### src/rtl/bluejay_pkg.sv
// Shared types and geometry defaults for the Bluejay line streamer and its FIFO writer.
package bluejay_pkg;

  typedef enum logic [2:0] {
    IDLE,
    SYNC,
    STREAM,
    DRAIN,
    GAP,
    FRAME_WAIT
  } bluejay_state_t;

  localparam int unsigned BJ_DATA_W          = 32;
  localparam int unsigned BJ_WORDS_PER_LINE  = 40;
  localparam int unsigned BJ_LINES_PER_FRAME = 1280;
  localparam int unsigned BJ_GAP_CYCLES      = 4;

  // Counter width for values 0..n-1, never narrower than one bit.
  function automatic int unsigned cnt_w(input int unsigned n);
    return (n > 1) ? $clog2(n) : 1;
  endfunction

endpackage

### src/rtl/bluejay_line_timer.sv
// Word, gap and line counters for the Bluejay line streamer, with terminal-count flags.
module bluejay_line_timer
  import bluejay_pkg::*;
#(
  parameter  int unsigned WORDS_PER_LINE  = BJ_WORDS_PER_LINE,
  parameter  int unsigned LINES_PER_FRAME = BJ_LINES_PER_FRAME,
  parameter  int unsigned GAP_CYCLES      = BJ_GAP_CYCLES,
  localparam int unsigned WW              = cnt_w(WORDS_PER_LINE + 1),
  localparam int unsigned LW              = cnt_w(LINES_PER_FRAME),
  localparam int unsigned GW              = cnt_w(GAP_CYCLES + 1)
) (
  input  logic          fpga_clk,
  input  logic          reset,
  input  logic          word_load,
  input  logic          word_inc,
  input  logic          gap_run,
  input  logic          line_step,
  output logic [WW-1:0] word_cnt,
  output logic          word_last,
  output logic          gap_done,
  output logic          line_last,
  output logic [LW-1:0] line_index
);

  localparam logic [WW-1:0] WORD_LAST = WW'(WORDS_PER_LINE - 1);
  localparam logic [GW-1:0] GAP_LAST  = GW'((GAP_CYCLES > 0) ? GAP_CYCLES - 1 : 0);
  localparam logic [LW-1:0] LINE_LAST = LW'(LINES_PER_FRAME - 1);

  logic [WW-1:0] word_cnt_q, word_cnt_d;
  logic [GW-1:0] gap_cnt_q, gap_cnt_d;
  logic [LW-1:0] line_q, line_d;

  always_comb begin
    word_cnt_d = word_cnt_q;
    if (word_load) begin
      word_cnt_d = WW'(1);
    end else if (word_inc) begin
      word_cnt_d = word_cnt_q + WW'(1);
    end
    // The gap counter only runs inside GAP and is cleared everywhere else.
    gap_cnt_d = gap_run ? gap_cnt_q + GW'(1) : '0;
    line_d = line_q;
    if (line_step) begin
      line_d = (line_q == LINE_LAST) ? '0 : line_q + LW'(1);
    end
  end

  always_ff @(posedge fpga_clk) begin
    if (reset) begin
      word_cnt_q <= '0;
      gap_cnt_q  <= '0;
      line_q     <= '0;
    end else begin
      word_cnt_q <= word_cnt_d;
      gap_cnt_q  <= gap_cnt_d;
      line_q     <= line_d;
    end
  end

  assign word_cnt   = word_cnt_q;
  assign word_last  = (word_cnt_q == WORD_LAST);
  assign gap_done   = (GAP_CYCLES == 0) || (gap_cnt_q == GAP_LAST);
  assign line_last  = (line_q == LINE_LAST);
  assign line_index = line_q;

endmodule

### src/rtl/bluejay_line_streamer.sv
// Streams complete lines from the sc32 FIFO onto the Bluejay bus with sync/valid framing.
// Define BLUEJAY_TEST_PATTERN_EN to add the pattern_mode input and the built-in test pattern.
module bluejay_line_streamer
  import bluejay_pkg::*;
#(
  parameter int unsigned DATA_W          = BJ_DATA_W,
  parameter int unsigned WORDS_PER_LINE  = BJ_WORDS_PER_LINE,
  parameter int unsigned LINES_PER_FRAME = BJ_LINES_PER_FRAME,
  parameter int unsigned GAP_CYCLES      = BJ_GAP_CYCLES
) (
  input  logic                              fpga_clk,
  input  logic                              reset,
  input  logic                              buffer_switch_done,
  input  logic [DATA_W-1:0]                 fifo_data_out,
  input  logic                              line_of_data_available,
  input  logic                              sc32_fifo_almost_empty,
`ifdef BLUEJAY_TEST_PATTERN_EN
  input  logic                              pattern_mode,
`endif
  output logic                              get_next_word,
  output logic [DATA_W-1:0]                 bluejay_data_out,
  output logic                              sync,
  output logic                              valid,
  output logic                              frame_start,
  output logic [cnt_w(LINES_PER_FRAME)-1:0] line_index,
  output logic                              underrun
);

  localparam int unsigned   WW       = cnt_w(WORDS_PER_LINE + 1);
  localparam int unsigned   LW       = cnt_w(LINES_PER_FRAME);
  localparam logic [WW-1:0] UR_LIMIT = WW'(WORDS_PER_LINE - 2);

  bluejay_state_t    state_q, state_d;
  logic              pend_q, pend_d;
  logic              sync_q, sync_d;
  logic              frame_start_q, frame_start_d;
  logic              issue_q, issue_d;
  logic              get_next_word_q, get_next_word_d;
  logic              rd_q, rd_d;
  logic              valid_q, valid_d;
  logic [DATA_W-1:0] data_q, data_d;
  logic              underrun_q, underrun_d;

  logic              word_load, word_inc, gap_run, line_step;
  logic [WW-1:0]     word_cnt;
  logic              word_last, gap_done, line_last;
  logic [LW-1:0]     line_idx;
  logic              pat_en;
  logic [DATA_W-1:0] src_data;

  bluejay_line_timer #(
    .WORDS_PER_LINE (WORDS_PER_LINE),
    .LINES_PER_FRAME(LINES_PER_FRAME),
    .GAP_CYCLES     (GAP_CYCLES)
  ) u_timer (
    .fpga_clk  (fpga_clk),
    .reset     (reset),
    .word_load (word_load),
    .word_inc  (word_inc),
    .gap_run   (gap_run),
    .line_step (line_step),
    .word_cnt  (word_cnt),
    .word_last (word_last),
    .gap_done  (gap_done),
    .line_last (line_last),
    .line_index(line_idx)
  );

`ifdef BLUEJAY_TEST_PATTERN_EN
  logic [DATA_W-1:0] pat_q, pat_d;
  logic              pat_sel_q, pat_sel_d;
  logic [LW+WW-1:0]  pat_cat;

  // The pattern word is formed in the read cycle so it lines up with FIFO read latency.
  always_comb begin
    pat_cat   = {line_idx, (state_q == SYNC) ? {WW{1'b0}} : word_cnt};
    pat_d     = DATA_W'(pat_cat);
    pat_sel_d = pattern_mode;
  end

  always_ff @(posedge fpga_clk) begin
    if (reset) begin
      pat_q     <= '0;
      pat_sel_q <= 1'b0;
    end else begin
      pat_q     <= pat_d;
      pat_sel_q <= pat_sel_d;
    end
  end

  assign pat_en   = pattern_mode;
  assign src_data = pat_sel_q ? pat_q : fifo_data_out;
`else
  assign pat_en   = 1'b0;
  assign src_data = fifo_data_out;
`endif

  always_comb begin
    state_d    = state_q;
    word_load  = 1'b0;
    word_inc   = 1'b0;
    gap_run    = 1'b0;
    line_step  = 1'b0;
    pend_d     = pend_q | buffer_switch_done;
    underrun_d = underrun_q;

    case (state_q)
      IDLE: begin
        if (pat_en || (line_of_data_available && !sc32_fifo_almost_empty)) begin
          state_d = SYNC;
        end
      end
      SYNC: begin
        word_load = 1'b1;
        state_d   = STREAM;
      end
      STREAM: begin
        word_inc = 1'b1;
        if (!pat_en && sc32_fifo_almost_empty && (word_cnt < UR_LIMIT)) begin
          underrun_d = 1'b1;
        end
        if (word_last) begin
          state_d = DRAIN;
        end
      end
      DRAIN: begin
        // Once no read is in flight, the last word sits in the output register.
        if (!rd_q) begin
          if (GAP_CYCLES == 0) begin
            line_step = 1'b1;
            state_d   = line_last ? FRAME_WAIT : IDLE;
          end else begin
            state_d = GAP;
          end
        end
      end
      GAP: begin
        gap_run = !gap_done;
        if (gap_done) begin
          line_step = 1'b1;
          state_d   = line_last ? FRAME_WAIT : IDLE;
        end
      end
      FRAME_WAIT: begin
        if (pend_d) begin
          pend_d  = 1'b0;
          state_d = IDLE;
        end
      end
      default: state_d = IDLE;
    endcase

    sync_d          = (state_d == SYNC);
    frame_start_d   = sync_d && (line_idx == '0);
    issue_d         = (state_d == SYNC) || (state_d == STREAM);
    get_next_word_d = issue_d && !pat_en;
    rd_d            = issue_q;
    valid_d         = rd_q;
    data_d          = rd_q ? src_data : data_q;
  end

  always_ff @(posedge fpga_clk) begin
    if (reset) begin
      state_q         <= IDLE;
      pend_q          <= 1'b1;
      sync_q          <= 1'b0;
      frame_start_q   <= 1'b0;
      issue_q         <= 1'b0;
      get_next_word_q <= 1'b0;
      rd_q            <= 1'b0;
      valid_q         <= 1'b0;
      data_q          <= '0;
      underrun_q      <= 1'b0;
    end else begin
      state_q         <= state_d;
      pend_q          <= pend_d;
      sync_q          <= sync_d;
      frame_start_q   <= frame_start_d;
      issue_q         <= issue_d;
      get_next_word_q <= get_next_word_d;
      rd_q            <= rd_d;
      valid_q         <= valid_d;
      data_q          <= data_d;
      underrun_q      <= underrun_d;
    end
  end

  assign get_next_word    = get_next_word_q;
  assign bluejay_data_out = data_q;
  assign sync             = sync_q;
  assign valid            = valid_q;
  assign frame_start      = frame_start_q;
  assign line_index       = line_idx;
  assign underrun         = underrun_q;

endmodule

### config.mk
export PLATFORM = sky130hd
export DESIGN_NAME = bluejay_line_streamer
export DESIGN_NICKNAME = d
export VERILOG_FILES = /design/src/rtl/bluejay_pkg.sv /design/src/rtl/bluejay_line_timer.sv /design/src/rtl/bluejay_line_streamer.sv
export SDC_FILE = /design/constraint.sdc
export NUM_CORES = 1
export LEC_CHECK = 0
export CORE_AREA = 2 2 63 94
export DETAILED_ROUTE_END_ITERATION = 12
export DIE_AREA = 0 0 65 96
export HOLD_SLACK_MARGIN = 0.05
export PLACE_DENSITY_LB_ADDON = 0.25
export SLEW_MARGIN = 10
export SYNTH_ARGS = -nofsm -noshare
export SYNTH_HDL_FRONTEND = slang
export SYNTH_HIERARCHICAL = 1
export SYNTH_SLANG_ARGS = --single-unit
### constraint.sdc
create_clock -name fpga_clk -period 3.8 [get_ports fpga_clk]
set_input_delay 1.14 -clock fpga_clk [delete_from_list [all_inputs] [get_ports fpga_clk]]
set_output_delay 1.14 -clock fpga_clk [all_outputs]
set_load 0.005 [all_outputs]
==> out/results.txt, run 1 <==
Status = finished, final reports clean
Max Clk Rate = 0.3962 GHz
Core area = 5409 sq um
DP Area = 3426 sq um
Layout cells sized above 1 = 7.736%
Total grt overflow = 0
Post-Route Skew = 0.005657 ns
DR vias/cell = 5.136
Final Hold Vio Count = 0
I/O Buffers = 84
Critical path capture point type = primary output
Final Cycle Share = 66.42%
HPWL Detailed = 3816 um
Hold path depth = 1
HP Start = u_timer/gap_cnt_q[0]$_SDFF_PP0_
Share of the synthesized area in the top cell type = 48.11%
Clk_lat worst skew = 0.33 ns
# resized after CTS = 0
Critical path depth = 1
DRT iter0 DRCs = 66
Worst slew margin = 33.20%
Fin cells = 419
Postcts setup bufs = 0
Seq/Total Area, Yosys = 48.11%
Static leakage = 1.280 nW
Area Overhead vs Synth = 40.88%
Initial Util = 47.70%
Crit. Startpoint = u_timer/line_index[8]$_SDFFE_PP0P_
Worst-path cell chain = clkdlybuf4s50_1
Critical path fanouts, max = 10
Number of clock sinks = 62
Setup TNS = 0 ns
CTS tree = built
Via count = 2,152
Die width = 65 um
#FFs+latches synth = 62
# nets final = 385
Worst ir drop on vdd = 232.0 uV
Hold Buf Count CTS = 0
Clock slew at reported path FFs = 0.07 ns
Distinct cells, synth = 50
Largest cells by area after synthesis = dfxtp_1 48%, mux2i_1 14%, nor2_1 6.8%
Final WL = 5477 um
Worst-Margin Slew = 1.002 ns
Startpoint Class = flip-flop
Number of synthesized flops with an enable pin = 0
Maximum clock path buffer count = 2
Syn nets = 303
Die height = 96 um
Final instance area = 3635 sq um
Tot Pwr = 0.001397 W
DR WL/cell = 13.07 um
Standard-cell rows = 33
Detailed-route DRC error count = 0
RePlAce Congestion = 0.7767
Async SR Flop Fraction = 0%
Vias in the first global route = 1,970
GRT Total Usage = 18.55%
Synth Cell Area = 2580 sq um
Dominant synthesized flop cell = dfxtp_1
Crit path kind = reg2out
Critical path required time = 2.66 ns
Syn Inst Count = 262
Die area = 6240 sq um
Power per cell area = 384.3 nW/um^2
IO Pins = 85
Fin. max-slew vios = 0
CP max-delay cell = clkdlybuf4s50_1
Antenna-violating nets left = 0
Slowest stage delay, CP = 0.56 ns
Max-cap violation count = 0
CTS Buf Count = 9
Reg2Reg Depth = 7
Setup violators final = 0
Initial antenna violation count = 0
Finished Core Util = 67.20%
Synth Area per Inst = 9.847 sq um
First-pass iteration count of the detailed router = 4
Largest net degree at the start of global routing = 54
CP delay by family, top = buffers and inverters
HP Class = reg2reg
Worst EP arrival = 1.38 ns
Inst Count DP = 403
Area leader, netlist = dfxtp_1
Synth Warn # = 6
Clock root buffer = clkbuf_8
FF-to-FF Start = u_timer/line_index[0]$_SDFFE_PP0P_
Global-route wire length before repair = 8832 um
Ant diodes = 0
Period minus WS final = 2.524 ns
H-tree depth = 3
RSZ-0062 raised after global routing = no
WP buf/inv = 1
stage by stage:
stage          setup WS [ns]  hold slack (ns)
3_3_place_gp           1.186           0.4111
5_1_grt                1.198           0.4381
2_1_floorplan          1.665           0.3974
3_5_place_dp           1.170           0.4161
6_report               1.276           0.4213
4_1_cts                1.259           0.4252
cells in the final DEF (no fill, tap or decap), types with 2 or more instances in the layout:
cell and count:
nor3b_1 2, nor4_1 3, clkinvlp_4 3, nor3_1 6
nand2_1 7, and4_1 2, a21oi_1 8, a31oi_1 4
xnor2_1 3, clkbuf_8 11, nor2b_1 2, dfxtp_1 61
a311oi_1 2, inv_1 8, nand3b_1 3, nand3_1 3
xor2_1 5, clkdlybuf4s50_1 83, o21ai_0 6, ha_1 4
nor2_1 47, or3_1 5, o21ai_1 2, nand4_1 6
mux2i_1 35, nand2b_1 2
synth_stat cells, drive strengths merged (3+ instances only):
master	instances
nor3	7
a31oi	4
nand3b	3
xnor2	3
dfxtp	62
buf	7
nand3	3
nand4	7
clkbuf	6
nor4	3
or3	5
mux2i	35
ha	4
a21oi	8
nand2	7
nor2	47
inv	8
xor2	5
o21ai	9
power breakdown:
part	internal (W)	switching [W]
Sequential	0.000669	0.0000214
Combinational	0.0000852	0.0000417
Clock	0.000337	0.000243
per-layer routing:
layer  global-route usage [%]  part of all wire (%)  up-vias
li1                         -                     -     1084
met1                    21.20                    43      980
met2                    31.19                    47       80
met3                    5.029                   7.7        8
met4                    10.28                   1.7        0
met5                        0                     0        -
logic make-up after synthesis:
group                      after synthesis  share of synthesized area, %
and+or+nand+nor                        100                         20.56
DFF                                     62                         48.11
muxes                                   35                         13.58
AOI/OAI and AO/OA                       32                         8.876
buffers and inverters                   21                         4.219
xor gates and xnor gates                 8                         2.716
adders and majority gates                4                         1.940
state kept, by name (all words and copies together), names as in the netlist:
signal	cells
bluejay_data_out	32
u_timer/line_index	11
u_timer/word_cnt	6
state_q	3
u_timer/gap_cnt_q	3
frame_start	1
get_next_word	1
pend_q	1
rd_q	1
sync	1
underrun	1
valid	1
path summary, 6_finish.rpt:
check | endpoint | slack, ns
worst max-delay path | line_index[8] | 1.28
worst max register to register | get_next_word$_SDFF_PP0_ | 1.55
worst min-delay path | u_timer/gap_cnt_q[0]$_SDFF_PP0_ | 0.42
worst min register to register | u_timer/gap_cnt_q[0]$_SDFF_PP0_ | 0.42
area by class of cell:
class                   count  area (sq um)
clock buffers              11         151.4
multi-input cells         179          1230
inverters                   8         30.03
well taps                  70         87.58
repair buffers             84         835.8
fillers                   438          1774
flip-flops and latches     62          1242
clock inverters             5         57.56
(Power assumes the default switching activity.)
==> run 2: changes to the inputs <==
--- a/config.mk
+++ b/config.mk
@@ -5,9 +5,9 @@
 export SDC_FILE = /design/constraint.sdc
 export NUM_CORES = 1
 export LEC_CHECK = 0
-export CORE_AREA = 2 2 63 94
+export CORE_AREA = 2 2 65 98
 export DETAILED_ROUTE_END_ITERATION = 12
-export DIE_AREA = 0 0 65 96
+export DIE_AREA = 0 0 67 100
 export HOLD_SLACK_MARGIN = 0.05
 export PLACE_DENSITY_LB_ADDON = 0.25
 export SLEW_MARGIN = 10
==> constraint.sdc (replaced) <==
create_clock -name fpga_clk -period 2.6 [get_ports fpga_clk]
set_input_delay 0.78 -clock fpga_clk [delete_from_list [all_inputs] [get_ports fpga_clk]]
set_output_delay 0.78 -clock fpga_clk [all_outputs]
set_load 0.005 [all_outputs]
==> run 2 against run 1 <==
Compared with the run above: combinational power increased by 58%; global-route usage decreased by 0.75 points; power up 48%; critical endpoint is now get_next_word$_SDFF_PP0_; cell count is 1.4% higher; critical path depth grew 6; non-clock buffer count up 3; die area increased by 7.4%; sequential share of layout area decreased by 0.20 points; highest routed layer unchanged; count of clock-buffer cells in the layout fell by 1; flip-flop and latch count is the same; wire length grew 4.7%.
==> out/results.txt, run 2 (synthesis gave the netlist of run 1 again) <==
Status = finished, final reports clean (unchanged)
Fin. max-slew vios = 0 (unchanged)
CTS tree = built (unchanged)
Largest net degree at the start of global routing = 33 (was 54)
Clk_lat worst skew = 0.33 ns (about the same)
Max-cap violation count = 0 (unchanged)
Startpoint Class = flip-flop (unchanged)
Worst-Margin Slew = 0.6766 ns (was 1.002 ns)
Worst slew margin = 54.55% (was 33.20%)
Slowest stage delay, CP = 0.43 ns (was 0.56 ns)
I/O Buffers = 84 (unchanged)
Ant diodes = 0 (unchanged)
Filler Cell Count = 542 (was 438)
First-pass iteration count of the detailed router = 6 (was 4)
HPWL Detailed = 4126 um (was 3816 um)
Reg-to-Reg End = get_next_word$_SDFF_PP0_ (unchanged)
CTS Buf Count = 9 (unchanged)
IO Pins = 85 (unchanged)
Final Cycle Share = 84.58%
Most common cell after layout, fill and taps aside = clkdlybuf4s50_1 (unchanged)
Hold_ws = 0.4223 ns (was 0.4213 ns)
Worst EP arrival = 2.42 ns (was 1.38 ns)
DR WL/cell = 13.49 um (was 13.07 um)
Static leakage = 1.303 nW (was 1.280 nW)
Vias in the first global route = 2,092 (was 1,970)
Antenna-violating nets left = 0 (unchanged)
RSZ-0062 raised after global routing = no (unchanged)
Core area = 5956 sq um (was 5409 sq um)
GRT Total Usage = 17.80% (was 18.55%)
CP max-delay cell = dfxtp_1 (was clkdlybuf4s50_1)
Clock root buffer = clkbuf_8 (unchanged)
DP Area = 3453 sq um (was 3426 sq um)
Worst setup path end = get_next_word$_SDFF_PP0_ (was line_index[8])
RePlAce Congestion = 0.7952 (was 0.7767)
Max reg flops = 32 (unchanged)
DRT iter0 DRCs = 76 (was 66)
Critical path required time = 2.82 ns (was 2.66 ns)
Area Overhead vs Synth = 41.71% (was 40.88%)
Final Hold Vio Count = 0 (unchanged)
Inst Count DP = 410 (was 403)
Setup slack, reg-to-reg = 0.40 ns (was 1.55 ns)
Final WL = 5734 um (was 5477 um)
Worst-path cell chain = ha_1, nand4bb_1, nor4_1, nand2b_1, a31oi_1, o21ai_1, a2bb2o_4 (was clkdlybuf4s50_1)
DR vias/cell = 5.146 (was 5.136)
Crit path kind = reg2reg (was reg2out)
Initial antenna violation count = 0 (unchanged)
Setup TNS = 0 ns (unchanged)
Fin cells = 425 (was 419)
FF-to-FF Start = u_timer/line_index[0]$_SDFFE_PP0P_ (unchanged)
Power per cell area = 566.8 nW/um^2 (was 384.3 nW/um^2)
Number of clock sinks = 62 (unchanged)
HP Class = reg2reg (unchanged)
# resized after CTS = 0 (unchanged)
Crit. Startpoint = u_timer/line_index[0]$_SDFFE_PP0P_ (was u_timer/line_index[8]$_SDFFE_PP0P_)
Multi-input logic area = 1230 sq um (unchanged)
Via count = 2,187 (was 2,152)
Detailed-route DRC error count = 0 (unchanged)
Max Clk Rate = 0.4547 GHz
Layout cells sized above 1 = 7.977% (was 7.736%)
Clock slew at reported path FFs = 0.06 ns (was 0.07 ns)
# nets final = 388 (was 385)
Die height = 100 um (was 96 um)
H-tree depth = 3 (unchanged)
Setup violators final = 0 (unchanged)
Worst ir drop on vdd = 335.7 uV (was 232.0 uV)
Final instance area = 3656 sq um (was 3635 sq um)
Die width = 67 um (was 65 um)
Global-route wire length before repair = 9183 um (was 8832 um)
Hold Buf Count CTS = 0 (unchanged)
Postcts setup bufs = 0 (unchanged)
Commonest non-fill, non-tap cells in the layout = 83 x clkdlybuf4s50_1, 61 x dfxtp_1, 47 x nor2_1 (unchanged)
Critical path fanouts, max = 6 (was 10)
Reg2Reg Depth = 7 (unchanged)
Period minus WS final = 2.199 ns
Initial Util = 43.32% (was 47.70%)
Total grt overflow = 0 (unchanged)
Maximum clock path buffer count = 2 (unchanged)
Die area = 6700 sq um (was 6240 sq um)
Standard-cell rows = 35 (was 33)
Post-Route Skew = 0.005294 ns (was 0.005657 ns)
Critical path capture point type = flip-flop (was primary output)
Finished Core Util = 61.39% (was 67.20%)
Reg area = 1242 sq um (unchanged)
## run 2: changes by cell type in the layout (fill, tap and decap cells not counted)
cell        delta
buf_4          +3
clkbuf_8       -2
clkinv_2       +2
clkinvlp_4     -3
clkbuf_1       +1
bufinv_16      +1
## run 2: worst max-delay path: cells and delay by family, from the launching register on
kind | cells | cell delay (ns)
compound gates | 3 | 0.63
fa+ha+maj | 1 | 0.29
flops | 1 | 0.43
simple gates | 3 | 0.74
## run 2: worst min path at each step
| stage | from | to | slack, ns | cells after the start |
|---|---|---|---|---|
| 6_report | u_timer/gap_cnt_q[0]$_SDFF_PP0_ | u_timer/gap_cnt_q[0]$_SDFF_PP0_ | 0.42 | 1 |
| 3_3_place_gp | u_timer/gap_cnt_q[0]$_SDFF_PP0_ | u_timer/gap_cnt_q[0]$_SDFF_PP0_ | 0.41 | 1 |
| 3_5_place_dp | u_timer/gap_cnt_q[0]$_SDFF_PP0_ | u_timer/gap_cnt_q[0]$_SDFF_PP0_ | 0.42 | 1 |
| 5_1_grt | u_timer/gap_cnt_q[0]$_SDFF_PP0_ | u_timer/gap_cnt_q[0]$_SDFF_PP0_ | 0.44 | 1 |
| 2_1_floorplan | u_timer/gap_cnt_q[0]$_SDFF_PP0_ | u_timer/gap_cnt_q[0]$_SDFF_PP0_ | 0.40 | 1 |
| 4_1_cts | u_timer/gap_cnt_q[0]$_SDFF_PP0_ | u_timer/gap_cnt_q[0]$_SDFF_PP0_ | 0.43 | 1 |
## run 2: metal layers
metal,global-route usage (%),vias to the layer above,routed length (um)
met5,0,-,0
met1,19.23,1015,2349
met3,4.821,13,391
met2,30.08,67,2826
met4,10.83,0,166
li1,-,1092,-
## run 2: final cells by class
| cell class | count | area share [%] |
|---|---|---|
| flip-flops and latches | 62 | 33.98 |
| multi-input cells | 179 | 33.64 |
| repair buffers | 87 | 23.48 |
| clock buffers | 10 | 3.491 |
| well taps | 74 | 2.533 |
| clock inverters | 5 | 2.053 |
| inverters | 8 | 0.8214 |
## run 2: through the flow
| step | total power, W | setup WS (ns) |
|---|---|---|
| after floorplan | 0.001105 | 0.6890 |
| after global placement | 0.001218 | 0.2927 |
| after detailed placement | 0.001222 | 0.2911 |
| after CTS | 0.002105 | 0.4005 |
| after global routing | 0.002160 | 0.2386 |
| final | 0.002072 | 0.4008 |
## run 2: where the power goes
group / internal, W / switching [W] / leakage, nW / total [W]
Sequential: 0.000977 / 0.0000200 / 0.502 / 0.000997
Clock: 0.000529 / 0.000344 / 0.106 / 0.000874
Combinational: 0.000127 / 0.0000745 / 0.695 / 0.000201
==> run 3: changes to the inputs <==
==> constraint.sdc (replaced) <==
create_clock -name fpga_clk -period 2.1 [get_ports fpga_clk]
set_input_delay 0.63 -clock fpga_clk [delete_from_list [all_inputs] [get_ports fpga_clk]]
set_output_delay 0.63 -clock fpga_clk [all_outputs]
set_load 0.005 [all_outputs]
==> run 3 against run 2 <==
Compared with the run above: core utilization rose by 1.6 points; flip-flop and latch count did not move; non-clock buffer count rose by 10; die area did not move; largest cell class unchanged; largest power group unchanged.
==> out/results.txt, run 3 (synthesis gave the netlist of run 1 again) <==
Pint = 0.002046 W (was 0.001633 W)
Total grt overflow = 0 (unchanged)
Clock slew at reported path FFs = 0.06 ns (about the same)
H-tree depth = 3 (unchanged)
Fin. max-slew vios = 0 (unchanged)
Critical path capture point type = primary output (was flip-flop)
Worst-Margin Slew = 0.6705 ns (was 0.6766 ns)
Die area = 6700 sq um (unchanged)
Power per cell area = 691.0 nW/um^2 (was 566.8 nW/um^2)
Detailed-route DRC error count = 0 (unchanged)
HPWL Detailed = 4358 um (was 4126 um)
Slowest stage delay, CP = 0.57 ns (was 0.43 ns)
DRT iter0 DRCs = 95 (was 76)
Max-cap violation count = 0 (unchanged)
I/O Buffers = 84 (unchanged)
Layout cells sized above 1 = 11.60% (was 7.977%)
GRT Total Usage = 19.05% (was 17.80%)
Crit path kind = reg2out (was reg2reg)
Static leakage = 1.361 nW (was 1.303 nW)
Vias in the first global route = 2,160 (was 2,092)
Global-route wire length before repair = 9597 um (was 9183 um)
Final instance area = 3754 sq um (was 3656 sq um)
CP delay by family, top = buffers and inverters (was simple AND/OR/NAND/NOR gates)
Critical path required time = 1.47 ns (was 2.82 ns)
Reg area = 1242 sq um (unchanged)
Final Hold Vio Count = 0 (unchanged)
Ant diodes = 0 (unchanged)
Maximum clock path buffer count = 2 (unchanged)
Core area = 5956 sq um (unchanged)
Multi-input logic area = 1236 sq um (was 1230 sq um)
IO Pins = 85 (unchanged)
DP Area = 3528 sq um (was 3453 sq um)
Fin cells = 436 (was 425)
Worst setup path end = line_index[3] (was get_next_word$_SDFF_PP0_)
Sw frac = 21.12% (was 21.17%)
Setup violators final = 0 (unchanged)
Antenna-violating nets left = 0 (unchanged)
Crit. Startpoint = u_timer/line_index[3]$_SDFFE_PP0P_ (was u_timer/line_index[0]$_SDFFE_PP0P_)
Max Clk Rate = 0.4958 GHz
Worst ir drop on vdd = 389.2 uV (was 335.7 uV)
Max reg flops = 32 (unchanged)
Largest net degree at the start of global routing = 33 (unchanged)
Sequential share of power = 47.4% (was 48.1%)
Filler Cell Count = 540 (was 542)
Area Overhead vs Synth = 45.49% (was 41.71%)
Period minus WS final = 2.017 ns
Standard-cell rows = 35 (unchanged)
Post-Route Skew = 0.008831 ns (was 0.005294 ns)
Critical path fanouts, max = 8 (was 6)
Critical path depth = 1 (was 7)
Final WL = 6029 um (was 5734 um)
Hold Buf Count CTS = 0 (unchanged)
Worst slew margin = 54.96% (was 54.55%)
Reg-to-Reg End = u_timer/line_index[8]$_SDFFE_PP0P_ (was get_next_word$_SDFF_PP0_)
FF-to-FF Start = u_timer/gap_cnt_q[0]$_SDFF_PP0_ (was u_timer/line_index[0]$_SDFFE_PP0P_)
Final Cycle Share = 96.05%
DR vias/cell = 5.179 (was 5.146)
Setup slack, reg-to-reg = 0.20 ns (was 0.40 ns)
Most common cell after layout, fill and taps aside = clkdlybuf4s50_1 (unchanged)
Clk_lat worst skew = 0.34 ns (was 0.33 ns)
First-pass iteration count of the detailed router = 4 (was 6)
Inst Count DP = 420 (was 410)
Clock power share = 42.5% (was 42.2%)
Status = finished, final reports clean (unchanged)
Number of clock sinks = 62 (unchanged)
DR WL/cell = 13.83 um (was 13.49 um)
Commonest non-fill, non-tap cells in the layout = 83 x clkdlybuf4s50_1, 61 x dfxtp_1, 47 x nor2_1 (unchanged)
Via count = 2,258 (was 2,187)
CTS tree = built (unchanged)
Combinational Power Share = 10.1% (was 9.7%)
Sw Pwr = 0.0005478 W (was 0.0004387 W)
Die height = 100 um (unchanged)
RSZ-0062 raised after global routing = no (unchanged)
Die width = 67 um (unchanged)
Clock root buffer = clkbuf_8 (unchanged)
RePlAce Congestion = 0.8523 (was 0.7952)
# nets final = 398 (was 388)
Worst-path cell chain = clkdlybuf4s50_1 (was ha_1, nand4bb_1, nor4_1, nand2b_1, a31oi_1, o21ai_1, a2bb2o_4)
Worst EP arrival = 1.39 ns (was 2.42 ns)
HP Class = reg2reg (unchanged)
Startpoint Class = flip-flop (unchanged)
Initial antenna violation count = 0 (unchanged)
Reg2Reg Depth = 6 (was 7)
CTS Buf Count = 9 (unchanged)
CP max-delay cell = clkdlybuf4s50_1 (was dfxtp_1)
Initial Util = 43.32% (unchanged)
WP buf/inv = 1 (was 0)
## run 3: timing repair
item,in CTS,in global routing
gates resized for setup,0,2
buffers inserted,0,0
endpoints found under the setup margin,0,8
## run 3: final cells by class
class                   count  share of cell area (%)
repair buffers             97                   24.87
inverters                   8                  0.8000
flip-flops and latches     62                   33.10
clock inverters             3                   1.067
multi-input cells         179                   32.93
clock buffers              13                   4.767
well taps                  74                   2.467
## run 3: worst min path at each step
stage | start | to | slack, ns | depth (start not counted)
after floorplan | u_timer/gap_cnt_q[0]$_SDFF_PP0_ | u_timer/gap_cnt_q[0]$_SDFF_PP0_ | 0.40 | 1
after global placement | u_timer/gap_cnt_q[0]$_SDFF_PP0_ | u_timer/gap_cnt_q[0]$_SDFF_PP0_ | 0.41 | 1
after detailed placement | u_timer/gap_cnt_q[0]$_SDFF_PP0_ | u_timer/gap_cnt_q[0]$_SDFF_PP0_ | 0.43 | 1
after CTS | u_timer/gap_cnt_q[0]$_SDFF_PP0_ | u_timer/gap_cnt_q[0]$_SDFF_PP0_ | 0.44 | 1
after global routing | u_timer/gap_cnt_q[0]$_SDFF_PP0_ | u_timer/gap_cnt_q[0]$_SDFF_PP0_ | 0.46 | 1
final | u_timer/gap_cnt_q[0]$_SDFF_PP0_ | u_timer/gap_cnt_q[0]$_SDFF_PP0_ | 0.44 | 1
## run 3: per-stage QoR
stage	setup slack (ns)	TNS, ns	total power [W]	hold slack (ns)	util [%]
after floorplan	0.1890	0	0.001368	0.3974	-
after global placement	-0.05821	-0.08245	0.001515	0.4056	59.24
after detailed placement	-0.07967	-0.1440	0.001520	0.4289	59.24
after CTS	0.05536	0	0.002628	0.4379	62.92
after global routing	0.001825	0	0.002701	0.4609	63.03
final	0.08293	0	0.002594	0.4373	63.03
## run 3: power groups by stage
| stage | clock [W] | sequential [W] | combinational, W |
|---|---|---|---|
| finish | 0.00110 | 0.00123 | 0.000262 |
| global route | 0.00118 | 0.00123 | 0.000286 |
| CTS | 0.00113 | 0.00123 | 0.000266 |
| detailed placement | 0 | 0.00126 | 0.000264 |
| global placement | 0 | 0.00125 | 0.000260 |
| floorplan | 0 | 0.00126 | 0.000113 |
## run 3: layer usage
| layer | share of wire (%) | wire, um | global-route usage, % |
|---|---|---|---|
| met1 | 40 | 2397 | 19.70 |
| met2 | 52 | 3130 | 33.82 |
| met3 | 6.5 | 393 | 6.390 |
| met4 | 1.8 | 108 | 8.477 |
| met5 | 0 | 0 | 0 |
